File: src/rtl/riscv_pkg.sv
// Shared RV32 decode constants and the write-back source classification used by WB.
// Pure declarations; no timing or backpressure.
package riscv_pkg;

    localparam logic [6:0] OPC_LOAD   = 7'b0000011;
    localparam logic [6:0] OPC_OP_IMM = 7'b0010011;
    localparam logic [6:0] OPC_AUIPC  = 7'b0010111;
    localparam logic [6:0] OPC_STORE  = 7'b0100011;
    localparam logic [6:0] OPC_OP     = 7'b0110011;
    localparam logic [6:0] OPC_LUI    = 7'b0110111;
    localparam logic [6:0] OPC_BRANCH = 7'b1100011;
    localparam logic [6:0] OPC_JALR   = 7'b1100111;
    localparam logic [6:0] OPC_JAL    = 7'b1101111;

    localparam logic [2:0] F3_LB  = 3'b000;
    localparam logic [2:0] F3_LH  = 3'b001;
    localparam logic [2:0] F3_LW  = 3'b010;
    localparam logic [2:0] F3_LBU = 3'b100;
    localparam logic [2:0] F3_LHU = 3'b101;

    localparam logic [31:0] I_ALL_LOADS = 32'b?????????????????????????0000011;
    localparam logic [31:0] S_ALL       = 32'b?????????????????????????0100011;
    localparam logic [31:0] R_ALL       = 32'b?????????????????????????0110011;

    typedef enum logic [1:0] {
        WB_SRC_NONE,
        WB_SRC_ALU,
        WB_SRC_LINK,
        WB_SRC_LOAD
    } wb_src_e;

    function automatic wb_src_e wb_src_of(input logic [6:0] opc);
        case (opc)
            OPC_LUI, OPC_AUIPC, OPC_OP_IMM, OPC_OP: wb_src_of = WB_SRC_ALU;
            OPC_JAL, OPC_JALR:                      wb_src_of = WB_SRC_LINK;
            OPC_LOAD:                               wb_src_of = WB_SRC_LOAD;
            default:                                wb_src_of = WB_SRC_NONE;
        endcase
    endfunction

endpackage

File: src/rtl/writeback_if.sv
// MEM->WB inputs plus the regfile write port and retire status of the WB stage.
// slave = WB stage, master = surrounding pipeline / bench.
interface writeback_if #(
    parameter int CNT_W = 64
);
    logic             valid_i;
    logic [31:0]      instr_i;
    logic [31:0]      pc_i;
    logic [31:0]      alu_result_i;
    logic [31:0]      mem_rdata_i;
    logic             stall_i;
    logic             flush_i;
    logic             rd_we_o;
    logic [4:0]       rd_sel_o;
    logic [31:0]      rd_data_o;
    logic             misalign_o;
    logic [CNT_W-1:0] instret_o;

    modport slave (
        input  valid_i, instr_i, pc_i, alu_result_i, mem_rdata_i, stall_i, flush_i,
        output rd_we_o, rd_sel_o, rd_data_o, misalign_o, instret_o
    );

    modport master (
        output valid_i, instr_i, pc_i, alu_result_i, mem_rdata_i, stall_i, flush_i,
        input  rd_we_o, rd_sel_o, rd_data_o, misalign_o, instret_o
    );
endinterface

File: src/rtl/load_align.sv
// Extracts and extends a byte/half/word from a word-aligned read; flags misalignment.
// Combinational, no backpressure.
module load_align
    import riscv_pkg::*;
(
    input  logic [2:0]  funct3,
    input  logic [1:0]  offset,
    input  logic [31:0] word,
    output logic [31:0] data,
    output logic        misaligned,
    output logic        illegal
);
    logic [7:0]  byte_v;
    logic [15:0] half_v;

    always_comb begin
        byte_v     = word[{offset, 3'b000} +: 8];
        half_v     = offset[1] ? word[31:16] : word[15:0];
        data       = '0;
        misaligned = 1'b0;
        illegal    = 1'b0;
        case (funct3)
            F3_LB:  data = {{24{byte_v[7]}}, byte_v};
            F3_LBU: data = {24'b0, byte_v};
            F3_LH: begin
                data       = {{16{half_v[15]}}, half_v};
                misaligned = offset[0];
            end
            F3_LHU: begin
                data       = {16'b0, half_v};
                misaligned = offset[0];
            end
            F3_LW: begin
                data       = word;
                misaligned = |offset;
            end
            default: illegal = 1'b1;
        endcase
    end
endmodule

File: src/rtl/writeback.sv
// WB stage: registers the MEM result, drives the regfile write port one cycle later, counts retires.
// stall_i freezes all WB state and suppresses retire; flush_i kills the instruction being captured.
module writeback
    import riscv_pkg::*;
#(
    parameter int CNT_W = 64
) (
    input  logic        clk,
    input  logic        rst_n,
    writeback_if.slave  bus
);
    logic             wb_valid_q, wb_valid_d;
    logic [31:0]      wb_instr_q, wb_instr_d;
    logic [31:0]      wb_pc_q, wb_pc_d;
    logic [31:0]      wb_alu_q, wb_alu_d;
    logic [31:0]      wb_rdata_q, wb_rdata_d;
    logic [CNT_W-1:0] instret_q, instret_d;

    logic        retire;
    wb_src_e     src;
    logic        writes;
    logic [31:0] wr_data;
    logic [31:0] ld_data;
    logic        ld_mis;
    logic        ld_ill;
    logic [4:0]  rd;

    assign retire = wb_valid_q & ~bus.stall_i;
    assign rd     = wb_instr_q[11:7];

    always_comb begin
        wb_valid_d = wb_valid_q;
        wb_instr_d = wb_instr_q;
        wb_pc_d    = wb_pc_q;
        wb_alu_d   = wb_alu_q;
        wb_rdata_d = wb_rdata_q;
        if (!bus.stall_i) begin
            wb_valid_d = bus.valid_i & ~bus.flush_i;
            wb_instr_d = bus.instr_i;
            wb_pc_d    = bus.pc_i;
            wb_alu_d   = bus.alu_result_i;
            wb_rdata_d = bus.mem_rdata_i;
        end
        instret_d = instret_q + {{(CNT_W-1){1'b0}}, retire};
    end

    always_ff @(posedge clk or negedge rst_n) begin
        if (!rst_n) begin
            wb_valid_q <= 1'b0;
            wb_instr_q <= '0;
            wb_pc_q    <= '0;
            wb_alu_q   <= '0;
            wb_rdata_q <= '0;
            instret_q  <= '0;
        end else begin
            wb_valid_q <= wb_valid_d;
            wb_instr_q <= wb_instr_d;
            wb_pc_q    <= wb_pc_d;
            wb_alu_q   <= wb_alu_d;
            wb_rdata_q <= wb_rdata_d;
            instret_q  <= instret_d;
        end
    end

    load_align u_load_align (
        .funct3     (wb_instr_q[14:12]),
        .offset     (wb_alu_q[1:0]),
        .word       (wb_rdata_q),
        .data       (ld_data),
        .misaligned (ld_mis),
        .illegal    (ld_ill)
    );

    // Loads and R-type match the decode-stage patterns; everything else classifies by opcode.
    always_comb begin
        casez (wb_instr_q)
            I_ALL_LOADS: src = WB_SRC_LOAD;
            R_ALL:       src = WB_SRC_ALU;
            default:     src = wb_src_of(wb_instr_q[6:0]);
        endcase
    end

    always_comb begin
        writes  = 1'b0;
        wr_data = '0;
        case (src)
            WB_SRC_ALU: begin
                writes  = 1'b1;
                wr_data = wb_alu_q;
            end
            WB_SRC_LINK: begin
                writes  = 1'b1;
                wr_data = wb_pc_q + 32'd4;
            end
            WB_SRC_LOAD: begin
                writes  = ~ld_mis & ~ld_ill;
                wr_data = ld_data;
            end
            default: begin
                writes  = 1'b0;
                wr_data = '0;
            end
        endcase
    end

    assign bus.rd_we_o    = retire & writes & (rd != 5'd0);
    assign bus.rd_sel_o   = wb_valid_q ? rd : 5'd0;
    assign bus.rd_data_o  = bus.rd_we_o ? wr_data : 32'd0;
    assign bus.misalign_o = retire & (src == WB_SRC_LOAD) & ld_mis;
    assign bus.instret_o  = instret_q;
endmodule
File: src/flat_wrapper.sv
// flat-port wrapper written by rule: the top's interface ports become plain ports
module writeback_flat import riscv_pkg::*;
#(
    parameter int CNT_W = 64
)
  (clk, rst_n, bus_valid_i, bus_instr_i, bus_pc_i, bus_alu_result_i, bus_mem_rdata_i, bus_stall_i, bus_flush_i, bus_rd_we_o, bus_rd_sel_o, bus_rd_data_o, bus_misalign_o, bus_instret_o);
  writeback_if #(.CNT_W(CNT_W)) bus_i ();
  input  logic clk;
  input  logic rst_n;
  input wire logic [$bits(bus_i.valid_i)-1:0] bus_valid_i;
  input wire logic [$bits(bus_i.instr_i)-1:0] bus_instr_i;
  input wire logic [$bits(bus_i.pc_i)-1:0] bus_pc_i;
  input wire logic [$bits(bus_i.alu_result_i)-1:0] bus_alu_result_i;
  input wire logic [$bits(bus_i.mem_rdata_i)-1:0] bus_mem_rdata_i;
  input wire logic [$bits(bus_i.stall_i)-1:0] bus_stall_i;
  input wire logic [$bits(bus_i.flush_i)-1:0] bus_flush_i;
  output wire logic [$bits(bus_i.rd_we_o)-1:0] bus_rd_we_o;
  output wire logic [$bits(bus_i.rd_sel_o)-1:0] bus_rd_sel_o;
  output wire logic [$bits(bus_i.rd_data_o)-1:0] bus_rd_data_o;
  output wire logic [$bits(bus_i.misalign_o)-1:0] bus_misalign_o;
  output wire logic [$bits(bus_i.instret_o)-1:0] bus_instret_o;
  assign bus_i.valid_i = bus_valid_i;
  assign bus_i.instr_i = bus_instr_i;
  assign bus_i.pc_i = bus_pc_i;
  assign bus_i.alu_result_i = bus_alu_result_i;
  assign bus_i.mem_rdata_i = bus_mem_rdata_i;
  assign bus_i.stall_i = bus_stall_i;
  assign bus_i.flush_i = bus_flush_i;
  assign bus_rd_we_o = bus_i.rd_we_o;
  assign bus_rd_sel_o = bus_i.rd_sel_o;
  assign bus_rd_data_o = bus_i.rd_data_o;
  assign bus_misalign_o = bus_i.misalign_o;
  assign bus_instret_o = bus_i.instret_o;
  writeback #(.CNT_W(CNT_W)) u_core (.clk(clk), .rst_n(rst_n), .bus(bus_i));
endmodule
File: config.mk
export PLATFORM = sky130hd
export DESIGN_NAME = writeback_flat
export DESIGN_NICKNAME = d
export VERILOG_FILES = /design/src/rtl/riscv_pkg.sv /design/src/rtl/writeback_if.sv /design/src/rtl/load_align.sv /design/src/rtl/writeback.sv /design/src/flat_wrapper.sv
export SDC_FILE = /design/constraint.sdc
export NUM_CORES = 1
export LEC_CHECK = 0
export CAP_MARGIN = 20
export CORE_MARGIN = 10
export CORE_UTILIZATION = 36
export CTS_BUF_LIST = sky130_fd_sc_hd__clkbuf_16
export CTS_CLUSTER_SIZE = 25
export DETAILED_ROUTE_END_ITERATION = 7
export DONT_BUFFER_PORTS = 1
export GPL_ROUTABILITY_DRIVEN = 0
export GPL_TIMING_DRIVEN = 0
export PLACE_DENSITY = 0.46
export SLEW_MARGIN = 15
export SYNTH_ARGS = -nofsm -noshare
export SYNTH_HDL_FRONTEND = slang
export SYNTH_SLANG_ARGS = --single-unit
File: constraint.sdc
create_clock -name clk -period 3.25 [get_ports clk]
set_clock_uncertainty 0.1 [all_clocks]
set_input_delay 0.65 -clock clk [delete_from_list [all_inputs] [get_ports clk]]
set_output_delay 0.65 -clock clk [all_outputs]
set_load 0.1 [all_outputs]
==> impl_metrics.py <==
metrics = {
    "worst_setup_path": {
        "cpPeakStageDelay_ns": 0.69,
        "timing.rr.start": "u_core.bus.instret_o[22]",
        "critPathTopFamily": "compound AO/OA/AOI/OAI gates",
        "cpMaxStageDelayCell": "a31oi_4",
        "worst_ep_arrival_time_ns": 3.20,
        "required_ns": 2.50,
        "critPathKind": "reg2out",
        "setup.worst_path.start": "u_core.wb_pc_q[4]",
        "cp_max_fo": 10,
        "cp-end-kind": "output pin",
        "cp_num_buf_inv": 2,
        "crit_end": "bus_rd_data_o[20]",
        "ff2ff_path_depth": 5,
        "cp.depth": 7,
        "cp-start-kind": "flip-flop",
        "regToRegSetupSlack_ns": 0.26,
        "rr_endpoint": "u_core.bus.instret_o[44]",
        "worstPathCellList": "and4_1, buf_2, nand4_1, clkbuf_2, nor3_1, o21ai_0, a31oi_4",
    },
    "floorplanning": {
        "die_x_um": 178,
        "die_h_um": 178,
        "die-area_um2": 31600,
        "design.core.area_um2": 24400,
        "start_util": 0.368,
        "pin_count": 236,
        "rows": 57,
    },
    "cts": {
        "cts_sinks": 176,
        "clk-insertion-delay-late_ns": 0.44,
        "cts-root-buf": "clkbuf_16",
        "cts_tree": "done",
        "h-tree-depth": 4,
        "cts_buffer_depth": 2,
        "cts_buffers": 17,
        "path_clk_slew_ns": 0.07,
    },
    "timing": {
        "setup_slack_ns": -0.699,
        "rsz0062_at_grt": "true",
        "fmax_mhz": 253,
        "tightest_slew_ns": 1.05,
        "layout_min_cycle_time_ns": 3.95,
        "hold_viol": 176,
        "fin_crit_sh": 1.22,
        "setup_tns_ns": -20.23,
        "slew_violations": 0,
        "max-slew-margin-rel": 0.297,
        "setup-violations-final": 33,
        "timing.hold.ws_ns": -0.193,
    },
    "placement": {
        "portBuffers": 0,
        "dpl.hpwl_mm": 22.5,
        "placed_cells": 1142,
    },
    "global_routing": {
        "grt_pass1_wl_mm": 43.6,
        "grt_max_degree": 177,
        "grt_overflow_total": 0,
        "grt_use_total": 0.184,
        "grt_pass1_vias": 6987,
        "antenna_found_initial": 9,
    },
    "synthesis": {
        "synth-edff-count": 0,
        "syn_area_per_cell_um2": 11.0,
        "synth_fp_nets": 958,
        "postSynth.asyncResetShare": 1.00,
        "ys.flop_type": "dfrtp_1",
        "yosys_warnings": 0,
        "ys_ff_latch": 176,
        "yosysUniqueCellTypes": 57,
        "syn_area_um2": 8970,
        "seq_area_frac_synth": 0.491,
        "synthCells": 818,
    },
    "power": {
        "power_leakage_nw": 4.11,
        "p_per_area_nw_per_um2": 495,
        "ir_drop_v": 0.000238,
    },
    "drt": {
        "dr_wl_met2_mm": 14.7,
        "vias": 6658,
        "drc": 0,
        "drtIter0Drc": 585,
        "wire_per_inst_um": 24.6,
        "wl_met3_mm": 2.70,
        "routed_via_density": 5.61,
        "wl_mm": 29.2,
        "met1Wirelength_mm": 11.1,
        "top_layer": "met5",
        "drtPass1Iterations": 8,
        "ant_nets": 0,
    },
    "final_layout": {
        "drive_gt1_frac": 0.288,
        "final_cell_count_no_fill": 1187,
        "final_core_util": 0.436,
        "nets": 982,
        "syn_to_final_growth_pct": 18.7,
    },
    "flow_run": {
        "drv_cap": 0,
    },
    "run_status": {
        "outcome": "finished with violations",
        "failed_checks": "negative hold slack, negative setup slack",
    },
    "min_path": {
        "hold_class": "in2async",
    },
}
-- registers in the layout, summed over array words and instances (netlist names) --
signal,count
u_core.wb_instr_q,15
u_core.wb_pc_q,32
u_core.wb_valid_q,1
u_core.wb_alu_q,32
u_core.bus.instret_o,64
u_core.wb_rdata_q,32
-- synth_stat cells, types with 3 or more instances --
library cell,number,share of area
mux2_2,112,0.14
nand4_1,22,0.015
a221o_1,8,0.0089
a22oi_1,19,0.016
buf_1,4,0.0017
o31a_1,6,0.0059
o21a_1,9,0.0075
nor3_1,21,0.012
o21ai_0,27,0.015
and3_1,10,0.0070
nand3_1,39,0.022
clkbuf_1,31,0.013
buf_2,9,0.0050
xor2_1,33,0.032
dfrtp_1,176,0.49
inv_1,16,0.0067
a21boi_0,6,0.0050
nor2b_1,6,0.0042
nand2_1,60,0.025
mux2i_1,3,0.0033
nor2_1,41,0.017
and2_1,11,0.0077
xnor2_1,39,0.038
a222oi_1,8,0.0089
and4_1,8,0.0078
a21oi_1,18,0.010
a31oi_1,14,0.0098
ha_1,7,0.0098
nor4_1,15,0.010
nand2b_1,3,0.0021
-- logic make-up (layout without fill, tap and decap cells) --
logic type / Yosys count / after routing / synth area share
AND/OR/NAND/NOR: 256 / 256 / 0.154
flip-flops: 176 / 176 / 0.491
AO/OA/AOI/OAI: 131 / 131 / 0.102
multiplexers: 116 / 116 / 0.146
XOR/XNOR: 72 / 72 / 0.0703
buffers and inverters: 60 / 97 / 0.0264
adder cells (fa/ha/maj): 7 / 7 / 0.00976
other: 0 / 8 / 0
-- layout make-up --
cell class	count	area, µm²
Antenna cell	8	20.0
Inverter	16	63.8
Clock buffer	17	425
Timing Repair Buffer	7	56.3
Fill cell	2336	13700
Buffer	42	241
Sequential cell	176	4420
Tap cell	324	405
Multi-Input combinational cell	582	4870
Clock inverter	15	143
-- power by group --
group          leakage (nW)  internal, W  switching (W)  total, W
Sequential             2.14      0.00235       0.000390   0.00274
Clock                 0.282      0.00102        0.00100   0.00202
Combinational          1.68     0.000246       0.000264  0.000510
-- how the worst min path moves through the flow --
stage | start | end | slack (ns) | cells past startpoint
floorplan | rst_n | u_core.bus.instret_o[0] | 0.25 | 0
global placement | rst_n | u_core.wb_pc_q[24] | 0.26 | 0
finish | rst_n | u_core.wb_alu_q[20] | -0.19 | 0
CTS | rst_n | u_core.bus.instret_o[60] | -0.21 | 0
detailed placement | rst_n | u_core.wb_pc_q[24] | 0.26 | 0
global route | rst_n | u_core.wb_alu_q[17] | -0.22 | 0
-- metrics by stage --
step           area, µm²  hold WS, ns  total power (W)  setup slack (ns)
6_report           10600       -0.193          0.00527            -0.699
5_1_grt            10600       -0.220          0.00550            -0.810
4_1_cts            10600       -0.211          0.00533            -0.736
3_5_place_dp        9900        0.264          0.00328            -0.870
3_3_place_gp        9890        0.262          0.00325            -0.890
2_1_floorplan       9480        0.254          0.00310            -0.135
-- worst reg2reg max path: cells and delay by family (launching register included) --
| family | cells | cell delay [ns] |
|---|---|---|
| DFF | 1 | 1.02 |
| xor gates and xnor gates | 1 | 0.16 |
| and+or+nand+nor | 4 | 1.63 |
-- routing by layer --
layer / track usage / vias to the layer above
met5: 0 / -
met4: 0.0632 / 6
met3: 0.0739 / 43
met2: 0.316 / 229
met1: 0.201 / 3328
li1: - / 3052
-- cells in the final DEF, fill, tap and decap left out, types with 8 or more instances in the layout --
cell and n:
nand3_1 39, xor2_1 33, dfrtp_2 16, diode_2 8, a31oi_4 14, o21ai_0 27, dfrtp_1 160, nand2_1 59
xnor2_1 39, nor4_1 12, nor2_1 37, a21oi_4 15, mux2_2 112, clkbuf_1 22, and3_1 10, nand4_1 22
a222oi_1 8, a221o_1 8, clkbuf_16 17, and4_1 8, a22oi_1 19, and2_1 11, nor3_1 21, o21a_1 8
inv_1 15
-- repair_timing --
action / 4_1_cts / 5_1_grt
setup buffers: 5 / 2
resized for setup: 26 / 18
endpoints found under the hold margin: 176 / 176
setup endpoints to repair: 62 / 55
pin swaps: 21 / 7
Power figures use the tool's default switching activity.
